[src/rtl/imem_loader_pkg.sv]
`default_nettype none
// ============================================================================
// Module      : imem_loader_pkg
// Description : Shared state encoding, constants and helpers for imem_loader.
// Revision    : 1.0 - initial release
// ============================================================================
package imem_loader_pkg;

    localparam int BYTES_PER_WORD = 4;
    localparam int COUNT_W        = 16;

    typedef enum logic [2:0] {
        ST_IDLE   = 3'd0,
        ST_LEN_HI = 3'd1,
        ST_LEN_LO = 3'd2,
        ST_DATA   = 3'd3,
        ST_WRITE  = 3'd4,
        ST_CHK    = 3'd5,
        ST_DONE   = 3'd6,
        ST_ERR    = 3'd7
    } state_t;

    // States in which the loader presents byte_ready.
    function automatic logic is_rx_state(input state_t s);
        return (s == ST_LEN_HI) || (s == ST_LEN_LO) || (s == ST_DATA) || (s == ST_CHK);
    endfunction

    function automatic logic len_ok(input logic [COUNT_W-1:0] len, input int max_words);
        return (len != '0) && (int'(len) <= max_words);
    endfunction

endpackage
`default_nettype wire

[src/rtl/imem_loader_if.sv]
`default_nettype none
// ============================================================================
// Module      : imem_loader_if
// Description : Byte-stream handshake and imem write bus of the program loader.
// Revision    : 1.0 - initial release
// ============================================================================
interface imem_loader_if #(
    parameter int AWIDTH = 10,
    parameter int DWIDTH = 32
) ();
    logic              byte_valid;
    logic [7:0]        byte_data;
    logic              byte_ready;
    logic              mem_wr_en;
    logic [AWIDTH-1:0] mem_addr;
    logic [DWIDTH-1:0] mem_wr_data;

    // Stream source / memory sink side
    modport master (
        output byte_valid, byte_data,
        input  byte_ready, mem_wr_en, mem_addr, mem_wr_data
    );

    // Loader side
    modport slave (
        input  byte_valid, byte_data,
        output byte_ready, mem_wr_en, mem_addr, mem_wr_data
    );
endinterface
`default_nettype wire

[src/rtl/imem_loader_byte_packer.sv]
`default_nettype none
// ============================================================================
// Module      : imem_loader_byte_packer
// Description : Packs accepted bytes MSB-first into 32-bit words.
// Revision    : 1.0 - initial release
// ============================================================================
module imem_loader_byte_packer
    import imem_loader_pkg::*;
(
    input  logic        clk,
    input  logic        rst,
    input  logic        i_clear,
    input  logic        i_valid,
    input  logic [7:0]  i_data,
    output logic [31:0] o_word,
    output logic        o_word_valid
);

    logic [23:0] r_shift;
    logic [1:0]  r_cnt;

    // Completed word is presented in the same cycle as its 4th byte.
    assign o_word       = {r_shift, i_data};
    assign o_word_valid = i_valid && (r_cnt == 2'(BYTES_PER_WORD - 1));

    always_ff @(posedge clk) begin
        if (rst || i_clear) begin
            r_shift <= '0;
            r_cnt   <= '0;
        end else if (i_valid) begin
            r_shift <= {r_shift[15:0], i_data};
            r_cnt   <= r_cnt + 2'd1;
        end
    end

endmodule
`default_nettype wire

[src/rtl/imem_loader.sv]
`default_nettype none
// ============================================================================
// Module      : imem_loader
// Description : Length-prefixed byte-stream loader for imem; holds the CPU in
//               reset until the image is written. Optional trailing XOR
//               checksum byte enabled by IMEM_LOADER_CHECKSUM_EN.
// Revision    : 1.0 - initial release
// ============================================================================
module imem_loader
    import imem_loader_pkg::*;
#(
    parameter int AWIDTH    = 10,
    parameter int DWIDTH    = 32,
    parameter int MAX_WORDS = 1024
) (
    input  logic         clk,
    input  logic         rst,
    input  logic         i_start,
    imem_loader_if.slave bus,
    output logic         o_cpu_rstn,
    output logic         o_busy,
    output logic         o_done,
    output logic         o_err
);

    state_t              r_state;
    state_t              w_state_nxt;
    logic [COUNT_W-1:0]  r_count;
    logic [COUNT_W-1:0]  w_len;
    logic [AWIDTH:0]     r_word_idx;
    logic [AWIDTH:0]     w_idx_inc;
    logic [AWIDTH-1:0]   r_mem_addr;
    logic [DWIDTH-1:0]   r_mem_wr_data;
    logic                w_byte_ready;
    logic                w_hs;
    logic                w_start_acc;
    logic                w_last_word;
    logic                w_word_valid;
    logic [31:0]         w_word;

    assign w_byte_ready = is_rx_state(r_state);
    assign w_hs         = bus.byte_valid && w_byte_ready;
    assign w_start_acc  = i_start && ((r_state == ST_IDLE) || (r_state == ST_DONE) || (r_state == ST_ERR));
    assign w_len        = {r_count[COUNT_W-1:8], bus.byte_data};
    assign w_idx_inc    = r_word_idx + (AWIDTH+1)'(1);
    // Index is one bit wider than the address so a count of 2**AWIDTH compares exactly.
    assign w_last_word  = (COUNT_W'(w_idx_inc) == r_count);

    imem_loader_byte_packer u_packer (
        .clk          (clk),
        .rst          (rst),
        .i_clear      (w_start_acc),
        .i_valid      (w_hs && (r_state == ST_DATA)),
        .i_data       (bus.byte_data),
        .o_word       (w_word),
        .o_word_valid (w_word_valid)
    );

`ifdef IMEM_LOADER_CHECKSUM_EN
    logic [7:0] r_csum;

    always_ff @(posedge clk) begin
        if (rst || w_start_acc) begin
            r_csum <= '0;
        end else if (w_hs && (r_state == ST_DATA)) begin
            r_csum <= r_csum ^ bus.byte_data;
        end
    end
`endif

    always_ff @(posedge clk) begin
        if (rst) begin
            r_state <= ST_IDLE;
        end else begin
            r_state <= w_state_nxt;
        end
    end

    always_comb begin
        w_state_nxt = r_state;
        unique case (r_state)
            ST_IDLE:   if (i_start) w_state_nxt = ST_LEN_HI;
            ST_LEN_HI: if (w_hs) w_state_nxt = ST_LEN_LO;
            ST_LEN_LO: if (w_hs) w_state_nxt = len_ok(w_len, MAX_WORDS) ? ST_DATA : ST_ERR;
            ST_DATA:   if (w_word_valid) w_state_nxt = ST_WRITE;
`ifdef IMEM_LOADER_CHECKSUM_EN
            ST_WRITE:  w_state_nxt = w_last_word ? ST_CHK : ST_DATA;
            ST_CHK:    if (w_hs) w_state_nxt = (bus.byte_data == r_csum) ? ST_DONE : ST_ERR;
`else
            ST_WRITE:  w_state_nxt = w_last_word ? ST_DONE : ST_DATA;
            ST_CHK:    w_state_nxt = ST_ERR;
`endif
            ST_DONE:   if (i_start) w_state_nxt = ST_LEN_HI;
            ST_ERR:    if (i_start) w_state_nxt = ST_LEN_HI;
            default:   w_state_nxt = ST_IDLE;
        endcase
    end

    always_comb begin
        bus.byte_ready = w_byte_ready;
        bus.mem_wr_en  = (r_state == ST_WRITE);
        o_busy         = (r_state == ST_LEN_HI) || (r_state == ST_LEN_LO) || (r_state == ST_DATA)
                      || (r_state == ST_WRITE)  || (r_state == ST_CHK);
        o_done         = (r_state == ST_DONE);
        o_err          = (r_state == ST_ERR);
        o_cpu_rstn     = (r_state == ST_DONE);
    end

    assign bus.mem_addr    = r_mem_addr;
    assign bus.mem_wr_data = r_mem_wr_data;

    always_ff @(posedge clk) begin
        if (rst) begin
            r_count       <= '0;
            r_word_idx    <= '0;
            r_mem_addr    <= '0;
            r_mem_wr_data <= '0;
        end else begin
            if (w_start_acc) begin
                r_count    <= '0;
                r_word_idx <= '0;
            end
            if ((r_state == ST_LEN_HI) && w_hs) begin
                r_count[COUNT_W-1:8] <= bus.byte_data;
            end
            if ((r_state == ST_LEN_LO) && w_hs) begin
                r_count[7:0] <= bus.byte_data;
            end
            // Address and data are captured one cycle ahead so they hold outside WRITE.
            if (w_word_valid) begin
                r_mem_addr    <= r_word_idx[AWIDTH-1:0];
                r_mem_wr_data <= DWIDTH'(w_word);
            end
            if (r_state == ST_WRITE) begin
                r_word_idx <= w_idx_inc;
            end
        end
    end

endmodule
`default_nettype wire

[src/flat_wrapper.sv]
// flat-port wrapper written by rule: the top's interface ports become plain ports
module imem_loader_flat import imem_loader_pkg::*;
#(
    parameter int AWIDTH    = 10,
    parameter int DWIDTH    = 32,
    parameter int MAX_WORDS = 1024
)
  (clk, rst, i_start, o_cpu_rstn, o_busy, o_done, o_err, bus_byte_valid, bus_byte_data, bus_byte_ready, bus_mem_wr_en, bus_mem_addr, bus_mem_wr_data);
  imem_loader_if #(.AWIDTH(AWIDTH), .DWIDTH(DWIDTH)) bus_i ();
  input  logic clk;
  input  logic rst;
  input  logic i_start;
  output logic o_cpu_rstn;
  output logic o_busy;
  output logic o_done;
  output logic o_err;
  input wire logic [$bits(bus_i.byte_valid)-1:0] bus_byte_valid;
  input wire logic [$bits(bus_i.byte_data)-1:0] bus_byte_data;
  output wire logic [$bits(bus_i.byte_ready)-1:0] bus_byte_ready;
  output wire logic [$bits(bus_i.mem_wr_en)-1:0] bus_mem_wr_en;
  output wire logic [$bits(bus_i.mem_addr)-1:0] bus_mem_addr;
  output wire logic [$bits(bus_i.mem_wr_data)-1:0] bus_mem_wr_data;
  assign bus_i.byte_valid = bus_byte_valid;
  assign bus_i.byte_data = bus_byte_data;
  assign bus_byte_ready = bus_i.byte_ready;
  assign bus_mem_wr_en = bus_i.mem_wr_en;
  assign bus_mem_addr = bus_i.mem_addr;
  assign bus_mem_wr_data = bus_i.mem_wr_data;
  imem_loader #(.AWIDTH(AWIDTH), .DWIDTH(DWIDTH), .MAX_WORDS(MAX_WORDS)) u_core (.clk(clk), .rst(rst), .i_start(i_start), .bus(bus_i), .o_cpu_rstn(o_cpu_rstn), .o_busy(o_busy), .o_done(o_done), .o_err(o_err));
endmodule
[config.mk]
export PLATFORM = sky130hd
export DESIGN_NAME = imem_loader_flat
export DESIGN_NICKNAME = d
export VERILOG_FILES = /design/src/rtl/imem_loader_pkg.sv /design/src/rtl/imem_loader_if.sv /design/src/rtl/imem_loader_byte_packer.sv /design/src/rtl/imem_loader.sv /design/src/flat_wrapper.sv
export SDC_FILE = /design/constraint.sdc
export NUM_CORES = 1
export LEC_CHECK = 0
export BUFFER_PORTS_ARGS = -buffer_cell sky130_fd_sc_hd__buf_2
export CAP_MARGIN = 10
export CORE_ASPECT_RATIO = 1.5
export CORE_MARGIN = 3
export CORE_UTILIZATION = 60
export DETAILED_ROUTE_END_ITERATION = 7
export GPL_ROUTABILITY_DRIVEN = 0
export GPL_TIMING_DRIVEN = 0
export PLACE_DENSITY = 0.86
export SETUP_SLACK_MARGIN = 0.3
export SYNTH_ARGS = -nofsm -noshare
export SYNTH_HDL_FRONTEND = slang
export SYNTH_SLANG_ARGS = --single-unit
[constraint.sdc]
create_clock -name clk -period 6.07 [get_ports clk]
set_input_delay 0.9105 -clock clk [delete_from_list [all_inputs] [get_ports clk]]
set_output_delay 0.9105 -clock clk [all_outputs]
set_load 0.05 [all_outputs]
=== After elaboration in Yosys (flattened, before gate mapping) ===
Index checks and enable logic that the tools add are counted.

* Equal/unequal tests: 13
* Reduce and logical (&&, ||, !) cells: 22
* Muxes and demuxes: 12
* Add/subtract/negate cells: 2
* Magnitude comparators: 1

{| class="wikitable"
|+ Operators by type and width
! operator !! count
|-
| 11-bit two-way mux || 2
|-
| 3-bit two-way mux || 6
|-
| 3-bit case mux with 6 select lines || 1
|-
| 11-bit by 16-bit equality test with 1-bit output || 1
|-
| 16-bit by 11-bit less-or-equal comparator with 1-bit output, second input constant || 1
|-
| 16-bit two-way mux || 1
|-
| 8-bit two-way mux || 2
|-
| 16-bit nonzero test || 1
|-
| 3-bit equality test, second input constant || 4
|-
| 11-bit by 1-bit adder with 11-bit output, second input constant || 1
|-
| 1-bit logical OR || 8
|-
| 1-bit logical AND || 7
|-
| 3-bit by 2-bit equality test with 1-bit output, second input constant || 2
|-
| 2-bit by 1-bit inequality test with 1-bit output, second input constant || 3
|-
| 2-bit nonzero test || 3
|-
| 4-bit AND reduction || 1
|-
| 3-bit by 1-bit equality test with 1-bit output, second input constant || 1
|-
| 3-bit zero test || 1
|-
| 3-bit OR reduction || 1
|-
| 2-bit by 1-bit adder with 2-bit output, second input constant || 1
|-
| 2-bit equality test, second input constant || 1
|-
| 2-bit inequality test, second input constant || 1
|}

* Output and inout bits: 48
* Logic and storage cells: 58
* Register bits: 98

=== Logic depth before layout (Yosys ltp) ===
* Depth after elaboration: 9
* Mapped depth: 9
* Gate-level depth less buffers: 7

=== By module ===
A second synthesis with hierarchy kept.

* Cell total of the unflattened synthesis: 478
* Area, all modules: 4,340.4 um2

{| class="wikitable"
|+ Modules (own cells, without submodules)
! module !! area an instance (um2) !! times used !! cells an instance !! sequential area each (um2)
|-
| imem_loader || 3,300.7 || 1 || 383 || 1,441.4
|-
| imem_loader_byte_packer || 1,039.7 || 1 || 95 || 520.5
|}

=== Least setup slack after synthesis ===
No wires, ideal clock.

* Kind: register -> output
* Start point: register u_core.r_state[1]
* End point: output o_done
* Stages on the path, launching flop included: 6
* Arrival: 1.694 ns
* Slack: 3.466 ns
* Path buffers: 3
* Required time: 5.159 ns
* Path through: dfxtp_1 -> buf_2 -> buf_2 -> nand2_1 -> nor2_1 -> buf_4

* Longest elaborated chain between the ends: 1

{| class="wikitable"
|+ Ends and longest elaborated chain
! item !! RTL line !! RTL
|-
| start, declared || imem_loader.sv:26 || <nowiki>state_t r_state;</nowiki>
|-
| start signal, assigned || imem_loader.sv:75 || <nowiki>r_state <= w_state_nxt;</nowiki>
|-
| 3-bit equality test || - ||
|-
| end, declared || flat_wrapper.sv:15 || <nowiki>output logic o_done;</nowiki>
|}

No other way between the ends.

=== Final worst setup path ===
* Start point: register u_core.r_state[1]
* End point: output o_done

* Longest elaborated chain between the ends: 1

{| class="wikitable"
|+ Ends and longest elaborated chain
! item !! RTL line !! RTL
|-
| 3-bit equality test || imem_loader.sv:104 || <nowiki>o_done = (r_state == ST_DONE);</nowiki>
|}

No other way between the ends.

==> summary.md <==
| Metric | Value |
|---|---|
| Critical Path Sink Type | primary output |
| Initial Util | about 63% |
| Synthesized Nets | 544 |
| Num rows | 36 |
| Die Ht | 109 um |
| Mapped cell area | between 4000 and 5000 um^2 |
| Final WL | 10.8 mm |
| Leading area contributor after synthesis | dfxtp_1 |
| Register area share after synthesis | between 40% and 50% |
| Worst EP arrival | 1.62 ns |
| P_sw | 0.453 mW |
| Inserted Clock Buffers | 9 |
| Max Freq | a little under 400 MHz |
| Fraction of layout cells with a size suffix above 1 | 17.7% |
| Area post-placement | 4600 um^2 |
| Final Max Tran Viols | 0 |
| Clock power share | 31.3% |
| Hold Path Class | reg2reg |
| Comb power frac | 21.1% |
| RSZ-0062 raised after global routing | no |
| Seq cells post-synth | 98 |
| Max-cap violations | 0 |
| FF-to-FF End | u_core.r_state[0] |
| Routed vias/inst | 5.94 |
| Worst Hold End | u_core.bus.mem_addr[4] |
| Pwr Density | approximately 300 nW/um^2 |
| Final worst path period need | 2.53 ns |
| Critical path type | reg2out |
| Chip width | 74.5 um |
| Synthesized instance count | 530 |
| Post-cts hold buffer count | 0 |
| DRC violation count after routing | 0 |
| Unique masters post-synth | 52 |
| H-tree depth | 3 |
| Initial DRT Pass Iterations | 5 |
| Largest cells by area after synthesis | dfxtp_1 (47%), nand2_1 (14%), a21oi_1 (10%) |
| Fin area | between 4000 and 5000 um^2 |
| Core area | 6670 um^2 |
| Post_cts resized | 0 |
| Largest net degree at the start of global routing | 16 |
| Ys async rst share | 0% |
| CTS sink count | 98 |
| Area Overhead vs Synth | 14.2% |
| GR Overflow Total | 0 |
| Setup repair bufs after CTS | 0 |
| Register Area | about 2000 um^2 |
| Layout fillers | approximately 540 |
| Final period util | 41.6% |
| Pint | 0.979 mW |
| CP max FO | 10 |
| Synthesis warning total | 0 |
| Min-delay src | u_core.bus.mem_addr[4] |
| Status | finished, final reports clean |
| Switching part of the total | 31.6% |
| Slew headroom | 42.2% |
| CTS tree | yes |
| Reg2Reg Depth | 8 |
| Synth Area per Inst | 7.96 um^2 |
| Startpoint Class | register |
| Via count | 4,036 |
| WL/cell | 15.8 um |
| Reg-to-Reg Start | u_core.r_word_idx[0] |
| Setup Skew | 0.0103 ns |
| Leakage | roughly 1.8 nW |
| Number of setup violations in the final report | 0 |
| Sum Neg Setup Slack | 0 ns |
| GRT Total Usage | 28.6% |
| Die area | a little over 8000 um^2 |
| Initial antenna violation count | 0 |
| VDD IR-drop max | 232 uV |
| Detailed placement HPWL | 7.83 mm |
| Antenna Nets Post-Route | 0 |
| Flop-to-flop setup slack | 3.82 ns |
| Root buf cell | clkbuf_8 |
| Multi-input logic area | 2010 um^2 |
| Hold path depth | 2 |
| Final hold vios | 0 |
| Worst-margin pin slew | roughly 0.86 ns |
| # diodes | 0 |
| Clock latency on the worst-skew pair | about 0.37 ns |
| Final #Nets | 613 |
| Number of enable flip-flop cells after synthesis | 0 |
| Vias in the first global route | about 3,800 |
| Ys flop type | dfxtp_1 |
| Buffers on Ports | 58 |
| Global-route wire length before repair | 17.7 mm |
| Clk slew on worst S/H paths | 0.09 ns |
| Sequential share of power | 47.6% |
| Critical path required time | 5.16 ns |
| Synth top area share | 46.5% |
| Io pins | 60 |
| Clk buf depth | 2 |
| Initial DRC count | roughly 360 |
-- synth_stat cells (all sizes together), types with 2 or more instances --
library cell,n
and2,3
nor4b,2
xor2,5
nand3,15
nor3,10
nor2,29
a31oi,2
ha,2
a211oi,2
a2111oi,2
inv,3
or3,4
o21ai,11
dfxtp,98
a311oi,4
and3,3
a22oi,9
nand2b,8
nand2,156
nor4,4
buf,18
or4,4
xnor2,10
nand4,6
a21oi,87
clkbuf,23
-- power by group through the flow --
stage	combinational [mW]	sequential, mW	clock (mW)
floorplan	0.227	0.690	0
global placement	0.290	0.695	0
detailed placement	0.297	0.696	0
CTS	0.298	0.681	0.451
global route	0.328	0.684	0.474
finish	0.302	0.681	0.448
-- sequential cells by signal (all words and copies together) (netlist names) --
| signal | cells |
|---|---|
| u_core.bus.mem_addr | 10 |
| u_core.bus.mem_wr_data | 32 |
| u_core.r_count | 16 |
| u_core.r_state | 3 |
| u_core.r_word_idx | 11 |
| u_core.u_packer.r_cnt | 2 |
| u_core.u_packer.r_shift | 24 |
-- per-layer routing --
metal,vias up,wire length [um],track usage (%)
met5,-,0,0
met4,0,409,15.6
met3,39,520,4.24
met2,144,5840,50.6
met1,1915,4000,31.9
li1,1938,-,-
-- area by class of cell --
| cell class | instances | area share (%) |
|---|---|---|
| well taps | 76 | 1.97 |
| multi-input cells | 388 | 41.6 |
| inverters | 3 | 0.234 |
| plain buffers | 41 | 4.96 |
| clock buffers | 13 | 3.51 |
| repair buffers | 58 | 6.02 |
| clock inverters | 3 | 0.961 |
| flip-flops and latches | 98 | 40.7 |
-- placed cells by master, fill, tap and decap left out, types with 2 or more instances in the layout --
cell type / instances
nand2b_1: 7
clkbuf_8: 13
xor2_1: 4
a311oi_1: 4
inv_1: 2
nand4_1: 6
nand3_1: 13
or3_1: 3
o21ai_0: 11
nor4_1: 4
a22oi_1: 9
ha_1: 2
and2_1: 3
or4_1: 3
nor3_1: 10
buf_2: 66
a31oi_1: 2
and3_1: 2
xnor2_1: 10
nor2_1: 28
buf_6: 7
nand2_1: 156
a21oi_1: 87
buf_4: 3
dfxtp_1: 98
clkbuf_1: 22
-- how the worst max path moves through the flow --
stage	cells after the start	start	end	slack, ns
2_1_floorplan	5	u_core.r_state[1]	o_done	3.47
3_3_place_gp	7	bus_byte_valid	u_core.bus.mem_wr_data[5]	3.61
3_5_place_dp	7	bus_byte_valid	u_core.bus.mem_wr_data[11]	3.57
4_1_cts	6	u_core.r_state[1]	o_done	3.54
5_1_grt	6	u_core.r_state[1]	o_done	3.44
6_report	6	u_core.r_state[1]	o_done	3.54
-- kinds of logic after synthesis --
kind of cell | count (synthesis) | share of synthesized area [%]
simple gates | 248 | 26.8
fa+ha+maj | 2 | 0.593
buf+inv | 44 | 5.93
xor+xnor | 15 | 3.29
compound gates | 123 | 16.9
flops | 98 | 46.5
-- stage by stage --
stage / power (mW) / utilization [%] / hold WS (ns) / setup WS [ns] / std cells
6_report: 1.43 / 72.3 / 0.454 / 3.54 / 680
5_1_grt: 1.49 / 72.3 / 0.474 / 3.44 / 680
3_5_place_dp: 0.992 / 69.1 / 0.443 / 3.57 / 664
3_3_place_gp: 0.985 / 69.1 / 0.440 / 3.61 / 664
2_1_floorplan: 0.917 / - / 0.432 / 3.47 / 530
4_1_cts: 1.43 / 72.3 / 0.456 / 3.54 / 680
-- worst max-delay path: stages (launching register included) --
cell	delay (ns)
dfxtp_1	0.31
buf_2	0.17
buf_2	0.21
nand2_1	0.09
nor2_1	0.11
buf_4	0.11
buf_2	0.24
(Power assumes the default switching activity.)
